**src/rtl/sipo_ctrl_pkg.sv**
```systemverilog
// Shared types and helpers for the SIPO frame controller.
// Optional feature macro: SIPO_PARITY_CHECK_EN (adds the PARITY state).
package sipo_ctrl_pkg;

    localparam int unsigned DEFAULT_WIDTH = 8;

    typedef enum logic [1:0] {
        ST_IDLE    = 2'd0,
        ST_SHIFT   = 2'd1,
        ST_PARITY  = 2'd2,
        ST_CAPTURE = 2'd3
    } state_e;

    // Even-parity bit over a zero-extended word (XOR reduce).
    function automatic logic even_parity(input logic [31:0] v);
        return ^v;
    endfunction

endpackage

```
**src/rtl/sipo_out_hold.sv**
```systemverilog
// Output holding register with valid/ready handshake and sticky overrun.
// Ports:
//   clk, reset      - clock, asynchronous active-high reset
//   capture_i       - load request carrying word_i
//   word_i          - word to capture
//   out_ready_i     - consumer accepts data_o when valid_o=1
//   clr_err_i       - clears overrun_o (a coincident new overrun wins)
//   data_o/valid_o  - held word and its valid flag
//   overrun_o       - sticky: a captured word was dropped
module sipo_out_hold #(
    parameter int unsigned WIDTH = 8
) (
    input  logic             clk,
    input  logic             reset,
    input  logic             capture_i,
    input  logic [WIDTH-1:0] word_i,
    input  logic             out_ready_i,
    input  logic             clr_err_i,
    output logic [WIDTH-1:0] data_o,
    output logic             valid_o,
    output logic             overrun_o
);

    logic [WIDTH-1:0] data_q, data_d;
    logic             valid_q, valid_d;
    logic             overrun_q, overrun_d;
    logic             drop_c;

    // A capture is accepted when the register is empty or is being drained this cycle.
    always_comb begin
        data_d  = data_q;
        valid_d = valid_q;
        drop_c  = 1'b0;
        if (capture_i) begin
            if (!valid_q || out_ready_i) begin
                data_d  = word_i;
                valid_d = 1'b1;
            end else begin
                drop_c = 1'b1;
            end
        end else if (valid_q && out_ready_i) begin
            valid_d = 1'b0;
        end
        overrun_d = (overrun_q & ~clr_err_i) | drop_c;
    end

    always_ff @(posedge clk or posedge reset) begin
        if (reset) begin
            data_q    <= '0;
            valid_q   <= 1'b0;
            overrun_q <= 1'b0;
        end else begin
            data_q    <= data_d;
            valid_q   <= valid_d;
            overrun_q <= overrun_d;
        end
    end

    assign data_o    = data_q;
    assign valid_o   = valid_q;
    assign overrun_o = overrun_q;

endmodule

```
**src/rtl/sipo_frame_ctrl.sv**
```systemverilog
// Frame sequencer for an external WIDTH-bit SIPO shift register: gates the
// SIPO shift enable, counts bits, captures the parallel word and hands it on
// over valid/ready. Optional macro SIPO_PARITY_CHECK_EN adds a trailing even
// parity bit (parity_bit in, sticky parity_err out).
// Ports:
//   clk, reset          - clock, asynchronous active-high reset
//   frame_start         - pulse starting (or restarting) a frame
//   bit_valid           - serial bit present this cycle
//   shift               - combinational SIPO shift enable
//   par_in              - SIPO parallel contents
//   data_out/out_valid  - captured word and valid; out_ready accepts it
//   busy                - frame in progress
//   frame_err           - one-cycle pulse on a frame aborted by frame_start
//   overrun             - sticky word-dropped flag; clr_err clears it
module sipo_frame_ctrl
    import sipo_ctrl_pkg::*;
#(
    parameter int unsigned WIDTH = DEFAULT_WIDTH
) (
    input  logic             clk,
    input  logic             reset,
    input  logic             frame_start,
    input  logic             bit_valid,
    output logic             shift,
    input  logic [WIDTH-1:0] par_in,
    output logic [WIDTH-1:0] data_out,
    output logic             out_valid,
    input  logic             out_ready,
    output logic             busy,
    output logic             frame_err,
    output logic             overrun,
`ifdef SIPO_PARITY_CHECK_EN
    input  logic             parity_bit,
    output logic             parity_err,
`endif
    input  logic             clr_err
);

    localparam int unsigned      CNT_W    = $clog2(WIDTH + 1);
    localparam logic [CNT_W-1:0] LAST_BIT = CNT_W'(WIDTH - 1);

    state_e           state_q, state_d;
    logic [CNT_W-1:0] cnt_q, cnt_d;
    logic             frame_err_q, frame_err_d;
    logic             capture_c;
`ifdef SIPO_PARITY_CHECK_EN
    logic             parity_err_q, parity_err_d;
`endif

    // Next-state, bit counter and SIPO shift enable.
    always_comb begin
        state_d     = state_q;
        cnt_d       = cnt_q;
        frame_err_d = 1'b0;
        shift       = 1'b0;
`ifdef SIPO_PARITY_CHECK_EN
        parity_err_d = parity_err_q & ~clr_err;
`endif
        case (state_q)
            ST_IDLE: begin
                // A bit arriving with frame_start is not part of the frame.
                if (frame_start) begin
                    state_d = ST_SHIFT;
                    cnt_d   = '0;
                end
            end
            ST_SHIFT: begin
                shift = bit_valid;
                if (frame_start) begin
                    // Restart: a coincident bit becomes bit 0 of the new frame.
                    frame_err_d = 1'b1;
                    cnt_d       = bit_valid ? CNT_W'(1) : '0;
                end else if (bit_valid) begin
                    cnt_d = cnt_q + CNT_W'(1);
                    if (cnt_q == LAST_BIT) begin
`ifdef SIPO_PARITY_CHECK_EN
                        state_d = ST_PARITY;
`else
                        state_d = ST_CAPTURE;
`endif
                    end
                end
            end
`ifdef SIPO_PARITY_CHECK_EN
            ST_PARITY: begin
                // The parity bit is consumed here and never shifted into the SIPO.
                if (frame_start) begin
                    frame_err_d = 1'b1;
                    state_d     = ST_SHIFT;
                    cnt_d       = '0;
                end else if (bit_valid) begin
                    state_d = ST_CAPTURE;
                    if (parity_bit != even_parity(32'(par_in))) begin
                        parity_err_d = 1'b1;
                    end
                end
            end
`endif
            ST_CAPTURE: begin
                cnt_d   = '0;
                state_d = frame_start ? ST_SHIFT : ST_IDLE;
            end
            default: begin
                state_d = ST_IDLE;
                cnt_d   = '0;
            end
        endcase
    end

    always_ff @(posedge clk or posedge reset) begin
        if (reset) begin
            state_q     <= ST_IDLE;
            cnt_q       <= '0;
            frame_err_q <= 1'b0;
        end else begin
            state_q     <= state_d;
            cnt_q       <= cnt_d;
            frame_err_q <= frame_err_d;
        end
    end

`ifdef SIPO_PARITY_CHECK_EN
    always_ff @(posedge clk or posedge reset) begin
        if (reset) begin
            parity_err_q <= 1'b0;
        end else begin
            parity_err_q <= parity_err_d;
        end
    end

    assign parity_err = parity_err_q;
`endif

    // par_in holds the complete word during the CAPTURE cycle.
    assign capture_c = (state_q == ST_CAPTURE);

    sipo_out_hold #(
        .WIDTH(WIDTH)
    ) u_hold (
        .clk         (clk),
        .reset       (reset),
        .capture_i   (capture_c),
        .word_i      (par_in),
        .out_ready_i (out_ready),
        .clr_err_i   (clr_err),
        .data_o      (data_out),
        .valid_o     (out_valid),
        .overrun_o   (overrun)
    );

    assign busy      = (state_q != ST_IDLE);
    assign frame_err = frame_err_q;

endmodule

```
**config.mk**
```make
export PLATFORM = sky130hd
export DESIGN_NAME = sipo_frame_ctrl
export DESIGN_NICKNAME = d
export VERILOG_FILES = /design/src/rtl/sipo_ctrl_pkg.sv /design/src/rtl/sipo_out_hold.sv /design/src/rtl/sipo_frame_ctrl.sv
export SDC_FILE = /design/constraint.sdc
export NUM_CORES = 1
export LEC_CHECK = 0
export ABC_AREA = 1
export CAP_MARGIN = 25
export CORE_MARGIN = 2
export CORE_UTILIZATION = 48
export DETAILED_ROUTE_END_ITERATION = 10
export GPL_ROUTABILITY_DRIVEN = 1
export GPL_TIMING_DRIVEN = 0
export PLACE_DENSITY = 0.82
export SETUP_SLACK_MARGIN = 0.05
export SLEW_MARGIN = 25
export SYNTH_ARGS = -nofsm -noshare
export SYNTH_HDL_FRONTEND = slang
export SYNTH_SLANG_ARGS = --single-unit
```
**constraint.sdc**
```tcl
create_clock -name clk -period 1.6 [get_ports clk]
set_input_delay 0.32 -clock clk [delete_from_list [all_inputs] [get_ports clk]]
set_output_delay 0.32 -clock clk [all_outputs]
set_load 0.01 [all_outputs]
```
==> impl_metrics.csv, run 1 <==
group,metric,value,unit
critical_path,setup_crit_start_kind,"flip-flop",
clocking,tritoncts.num_buffers,3,
power_and_ir_drop,cellLeakagePower,0.7284,nW
finish,register_area,427.9,um2
placed_design,dpl_cell_area,1149,um2
sta,final.setup_skew,0.005137,ns
sta,setup-tns-final,0,ns
clocking,cts.htree.levels,1,
power_and_ir_drop,switching_power,0.3643,mW
power_and_ir_drop,power.share.switching,0.3024,
detailed_routing,detail_route.vias_per_cell,4.506,
sta,timing.max_slew.rel_slack,0.5843,
finish,layout_net_count,151,
floorplan,die_height,46.26,um
grt,first_global_vias,642,
yosys,synth_nets,112,
detailed_routing,wire_per_inst,10.39,um
grt,grt_first_pass_wirelength,2649,um
critical_path,setup.worst_path.class,"flip-flop to output pin",
yosys,seq_area_frac_synth,0.4964,
yosys,syn_avg_cell_area,8.836,um2
run_status,result_of_the_run,"finished clean",
sta,crit_share_post_route,0.9412,
finish,final_layout_size_suffix_gt1_frac,0.2741,
critical_path,worst_ep_arrival_time,1.19,ns
detailed_routing,finalWirelength,1663,um
grt,grt_antenna_before_repair,0,
critical_path,bufs_and_invs_on_worst_path,1,
sta,hold_violations,0,
detailed_routing,drt-met1-wl,725,um
finish,multi_input_combinational_cell_area,345.3,um2
clocking,clock_latency,0.28,ns
worst_hold_path,timing.hold.worst.class,"primary input to async pin",
clocking,clk_transition_reported_paths,0.10,ns
finish,stdcell_area,1256,um2
floorplan,design.die.area,2140,um2
clocking,post_cts_hold_buffer_count,0,
sta,final-max-slew-violation-count,0,
placed_design,dpl.hpwl,1181,um
yosys,ys_warn_count,0,
detailed_routing,drt_first_iter_violations,6,
critical_path,critical_path.cell_chain,"clkdlybuf4s50_1",
sta,worst_slew_pin_slew,0.6229,ns
floorplan,core_area,1708,um2
power_and_ir_drop,power_consumption,1.205,mW
power_and_ir_drop,comb_power_share,0.339,
critical_path,crit_slowest_cell,"clkdlybuf4s50_1",
finish,layout-area-overhead-vs-synth,46.57,%
critical_path,critical_path.max_fanout,2,
yosys,synth_area,857.1,um2
clocking,clock_sink_count,17,
grt,grtUsageTotal,0.1737,
placed_design,numPortBuffers,26,
finish,layout.core_utilization,0.7355,
sta,maxClockFrequency,0.6641,GHz
sta,whs,0.3977,ns
yosys,post_synth_inst_count,97,
power_and_ir_drop,p_clk_frac,0.189,
grt,maximum_number_of_pins_on_one_net_before_global_route_repair,18,
clocking,clk_path_buf_depth,2,
clocking,cts_root_buf,"clkbuf_4",
power_and_ir_drop,vdd_ir_drop_max,0.6573,mV
detailed_routing,vias,721,
yosys,netlist-cell-type-count,20,
critical_path,cp_slowest_stage_delay,0.54,ns
power_and_ir_drop,pwr_density_cell,959.0,nW/um2
detailed_routing,drtAntennaViolNets,0,
critical_path,rrSetupSlack,0.25,ns
placed_design,globalplace.congestion,0.8564,
critical_path,cp_delay_by_family_top,"buffers and inverters",
sta,rsz0062_at_grt,"false",
placed_design,placed_cells,148,
placed_design,post-place-ws,-0.2620,ns
critical_path,worstPathRequired,1.28,ns
floorplan,design.portCount,27,
finish,n_fill_cell,127,
finish,post_layout_cell_count,160,
sta,setup_violations,0,
floorplan,dieWidth,46.26,um
floorplan,fp-row-count,15,
yosys,synthesis_stage_register_bit_count,17,
detailed_routing,route.top_layer_used,"met4",
grt,overflow,0,
finish,antennaDiodeCount,0,
power_and_ir_drop,power.internal,0.8405,mW
job,drv.max_cap_violation_count,0,
detailed_routing,metal2_wl,875,um
critical_path,end_kind,"output pin",
detailed_routing,length_of_routed_met3_wiring,50,um
sta,post-route-min-period,1.506,ns
sta,final_critical_path_setup_slack,0.09411,ns
detailed_routing,drc_viols,0,
power_and_ir_drop,pwr-share-seq,0.472,
detailed_routing,drt_first_pass_iters,4,
clocking,tritoncts,"built",
floorplan,start_util,0.5018,
what timing repair did:
action | 4_1_cts | 5_1_grt
buffers inserted | 5 | 3
endpoints found under the setup margin | 2 | 9
pin swaps | 0 | 2
gates resized for setup | 8 | 9
flip-flops by register name (all words and copies together), names as in the netlist:
name and cells:
u_hold.overrun_o 1, frame_err 1, u_hold.valid_o 1, cnt_q 4, state_q 2, u_hold.data_o 8
path summary, 6_finish.rpt:
kind                                  start               end  cells past startpoint
max                        u_hold.data_o[7]       data_out[7]                      1
min                                   reset  u_hold.data_o[2]                      2
max reg2reg                      state_q[1]          cnt_q[2]                      6
min reg2reg                u_hold.data_o[5]  u_hold.data_o[5]                      2
max in group asynchronous             reset        state_q[0]                      2
min in group clk           u_hold.data_o[5]  u_hold.data_o[5]                      2
logic make-up (layout without fill, tap and decap cells):
family | Yosys count | count (layout) | share of synthesized area
simple gates | 43 | 43 | 0.2569
buf+inv | 23 | 61 | 0.1095
flops | 17 | 17 | 0.4964
compound gates | 12 | 12 | 0.1110
fa+ha+maj | 2 | 2 | 0.02628
power groups by stage:
| stage | registers [mW] | logic [mW] | clock network, mW |
|---|---|---|---|
| floorplan | 0.618 | 0.157 | 0 |
| global placement | 0.579 | 0.409 | 0 |
| detailed placement | 0.583 | 0.419 | 0 |
| CTS | 0.572 | 0.423 | 0.236 |
| global route | 0.579 | 0.448 | 0.253 |
| finish | 0.568 | 0.409 | 0.228 |
area by class of cell:
| class | instances | share of cell area |
|---|---|---|
| Buffer | 1 | 0.008964 |
| Clock buffer | 3 | 0.01793 |
| Clock inverter | 1 | 0.003984 |
| Inverter | 22 | 0.06574 |
| Multi-Input combinational cell | 57 | 0.2749 |
| Sequential cell | 17 | 0.3406 |
| Tap cell | 25 | 0.02490 |
| Timing Repair Buffer | 34 | 0.2629 |
cells in the mapped netlist:
cell	instances	area, um2
maj3_1	1	10.01
o2111ai_1	1	8.760
ha_1	1	12.51
buf_6	1	11.26
nor2_2	2	12.51
nor3_2	1	10.01
o22ai_1	1	6.260
nand2_4	1	11.26
nand4_1	1	6.260
nor2_1	8	30.03
o21ai_1	2	10.01
o21ai_2	8	70.07
dfrtp_1	17	425.4
nor2_4	1	11.26
nand2_2	4	25.02
inv_1	20	75.07
inv_2	2	7.510
nand3_1	5	25.02
nand2_1	19	71.32
nand3_4	1	17.52
layer usage:
metal | up-vias | GRT usage
li1 | 373 | -
met1 | 335 | 0.2310
met2 | 11 | 0.2833
met3 | 2 | 0.03529
met4 | 0 | 0.05143
met5 | - | 0
layout by cell type, fill, tap and decap left out, drive strengths merged, types with 2 or more instances in the layout:
| cell type | Yosys | final |
|---|---|---|
| nand2 | 24 | 24 |
| inv | 22 | 22 |
| dfrtp | 17 | 17 |
| clkdlybuf4s50 | 0 | 16 |
| nor2 | 11 | 11 |
| o21ai | 10 | 10 |
| buf | 1 | 10 |
| dlymetal6s2s | 0 | 7 |
| nand3 | 6 | 6 |
| clkbuf | 0 | 3 |
| dlygate4sd2 | 0 | 2 |
(Power assumes the default switching activity.)
==> inputs of run 2 (changes only) <==
--- a/config.mk
+++ b/config.mk
@@ -10,7 +10,6 @@
 export CORE_MARGIN = 2
 export CORE_UTILIZATION = 48
 export DETAILED_ROUTE_END_ITERATION = 10
-export GPL_ROUTABILITY_DRIVEN = 1
 export GPL_TIMING_DRIVEN = 0
 export PLACE_DENSITY = 0.82
 export SETUP_SLACK_MARGIN = 0.05
==> results of run 2 <==
Same layout as run 1: the final DEF is identical, and so are final timing and power.
==> inputs of run 3 (changes only) <==
--- a/config.mk
+++ b/config.mk
@@ -7,6 +7,7 @@
 export LEC_CHECK = 0
 export ABC_AREA = 1
 export CAP_MARGIN = 25
+export CORE_ASPECT_RATIO = 1.2
 export CORE_MARGIN = 2
 export CORE_UTILIZATION = 48
 export DETAILED_ROUTE_END_ITERATION = 10
==> run 3 against run 2 <==
Effect of this change: core utilization is 0.47 points higher; largest cell class unchanged; sequential power hardly changed; flip-flop and latch count stayed put; critical endpoint is now busy; die area hardly changed; first-iteration DRC count is 50% lower; combinational power is 1% lower; non-clock buffer count is 1 lower; final cell count is 5.0% lower.
==> impl_metrics.csv, run 3 (synthesis results as in run 1) <==
group,metric,value,unit
grt,maximum_number_of_pins_on_one_net_before_global_route_repair,18,
critical_path,critical_path.cell_chain,"buf_4 -> nor2_4 -> inv_1 -> buf_2",
grt,grt_first_pass_wirelength,2856,um
power_and_ir_drop,power_consumption,1.200,mW
critical_path,setup.worst_path.class,"flip-flop to output pin",
detailed_routing,vias,732,
placed_design,numPortBuffers,26,
grt,overflow,0,
detailed_routing,drt-met1-wl,705,um
finish,layout_common_cells,"inv_1 (20), nand2_1 (19), clkdlybuf4s50_1 (17)",
critical_path,bufs_and_invs_on_worst_path,3,
detailed_routing,finalWirelength,1681,um
critical_path,worst_ep_arrival_time,1.19,ns
sta,post-route-min-period,1.506,ns
detailed_routing,drt_first_pass_iters,3,
floorplan,fp-row-count,16,
finish,stdcell_area,1230,um2
detailed_routing,metal2_wl,885,um
detailed_routing,drc_viols,0,
sta,crit_share_post_route,0.9411,
critical_path,worstReg2RegStart,"state_q[1]",
sta,worst_slew_pin_slew,0.6396,ns
sta,final.setup_skew,0.009551,ns
finish,commonest_non_fill_non_tap_cell_in_the_layout,"inv_1",
sta,final_critical_path_setup_slack,0.09421,ns
critical_path,critical_path.max_fanout,3,
detailed_routing,drtAntennaViolNets,0,
sta,maxClockFrequency,0.6641,GHz
floorplan,core_area,1662,um2
finish,layout.core_utilization,0.7402,
critical_path,timing.rr.end,"cnt_q[2]",
placed_design,dpl.hpwl,1241,um
floorplan,start_util,0.5158,
detailed_routing,detail_route.vias_per_cell,4.816,
detailed_routing,route.top_layer_used,"met4",
grt,first_global_vias,710,
floorplan,design.portCount,27,
sta,whs,0.4074,ns
finish,antennaDiodeCount,0,
placed_design,globalplace.congestion,0.8045,
clocking,tritoncts.num_buffers,3,
finish,final_layout_size_suffix_gt1_frac,0.2612,
finish,layout-area-overhead-vs-synth,43.50,%
critical_path,end_kind,"output pin",
sta,rsz0062_at_grt,"true",
power_and_ir_drop,vdd_ir_drop_max,0.6635,mV
placed_design,dpl_cell_area,1140,um2
critical_path,setup_crit_start_kind,"flip-flop",
job,drv.max_cap_violation_count,0,
clocking,clk_path_buf_depth,2,
clocking,clk_transition_reported_paths,0.10,ns
clocking,cts_root_buf,"clkbuf_4",
finish,n_fill_cell,117,
worst_hold_path,timing.hold.worst.class,"primary input to async pin",
sta,final-max-slew-violation-count,0,
critical_path,cp_delay_by_family_top,"flip-flops",
clocking,cts.htree.levels,1,
critical_path,rrSetupSlack,0.34,ns
detailed_routing,wire_per_inst,11.06,um
sta,setup_violations,0,
clocking,clock_latency,0.28,ns
floorplan,dieWidth,42.58,um
grt,grt_antenna_before_repair,0,
grt,grtUsageTotal,0.1712,
placed_design,post-place-ws,-0.2914,ns
clocking,tritoncts,"built",
critical_path,r2r_cells,5,
critical_path,crit_slowest_cell,"dfrtp_2",
sta,hold_violations,0,
critical_path,worstPathRequired,1.28,ns
clocking,clock_sink_count,17,
floorplan,die_height,50.29,um
floorplan,design.die.area,2141,um2
critical_path,cp_slowest_stage_delay,0.44,ns
power_and_ir_drop,pwr_density_cell,975.7,nW/um2
sta,timing.max_slew.rel_slack,0.5731,
finish,layout_net_count,150,
finish,largest_register_ff_count,8,
run_status,result_of_the_run,"finished clean",
power_and_ir_drop,cellLeakagePower,0.7039,nW
detailed_routing,length_of_routed_met3_wiring,63,um
detailed_routing,drt_first_iter_violations,3,
==> run 3: through the flow <==
stage | TNS [ns] | instances
2_1_floorplan | 0 | 97
3_3_place_gp | -0.2643 | 141
3_5_place_dp | -0.2914 | 141
4_1_cts | 0 | 151
5_1_grt | 0 | 152
6_report | 0 | 152
==> run 3: power by group <==
group | internal [mW] | switching, mW | total, mW
sequential | 0.520 | 0.0497 | 0.570
clock | 0.0966 | 0.128 | 0.225
combinational | 0.228 | 0.177 | 0.405
total | 0.845 | 0.355 | 1.20
==> run 3: final cells by class <==
class / instances / area (um2) / area share
repair buffers: 33 / 316.6 / 0.2574
clock buffers: 4 / 26.28 / 0.02136
multi-input cells: 57 / 342.8 / 0.2787
flip-flops and latches: 17 / 427.9 / 0.3479
inverters: 22 / 82.58 / 0.06714
well taps: 18 / 22.52 / 0.01831
plain buffers: 1 / 11.26 / 0.009156
==> run 3: worst max-delay path by stage <==
stage | start | endpoint | slack [ns] | depth (start not counted)
after floorplan | state_q[0] | shift | 0.49 | 4
after global placement | bit_valid | shift | -0.26 | 4
after detailed placement | bit_valid | shift | -0.29 | 4
after CTS | state_q[0] | busy | 0.05 | 4
after global routing | state_q[0] | busy | 0.04 | 4
final | state_q[0] | busy | 0.09 | 4
==> run 3: repair_timing <==
action                     4_1_cts  5_1_grt
hold buffers                     0        0
pin swaps                        1        1
setup buffers                    6        1
setup endpoints to repair        2        8
resized for setup               10        8
==> run 3: routing by layer <==
metal | track usage | vias up
met5 | 0 | -
met4 | 0.04688 | 0
met3 | 0.03597 | 4
met2 | 0.3205 | 16
met1 | 0.1926 | 341
li1 | - | 371
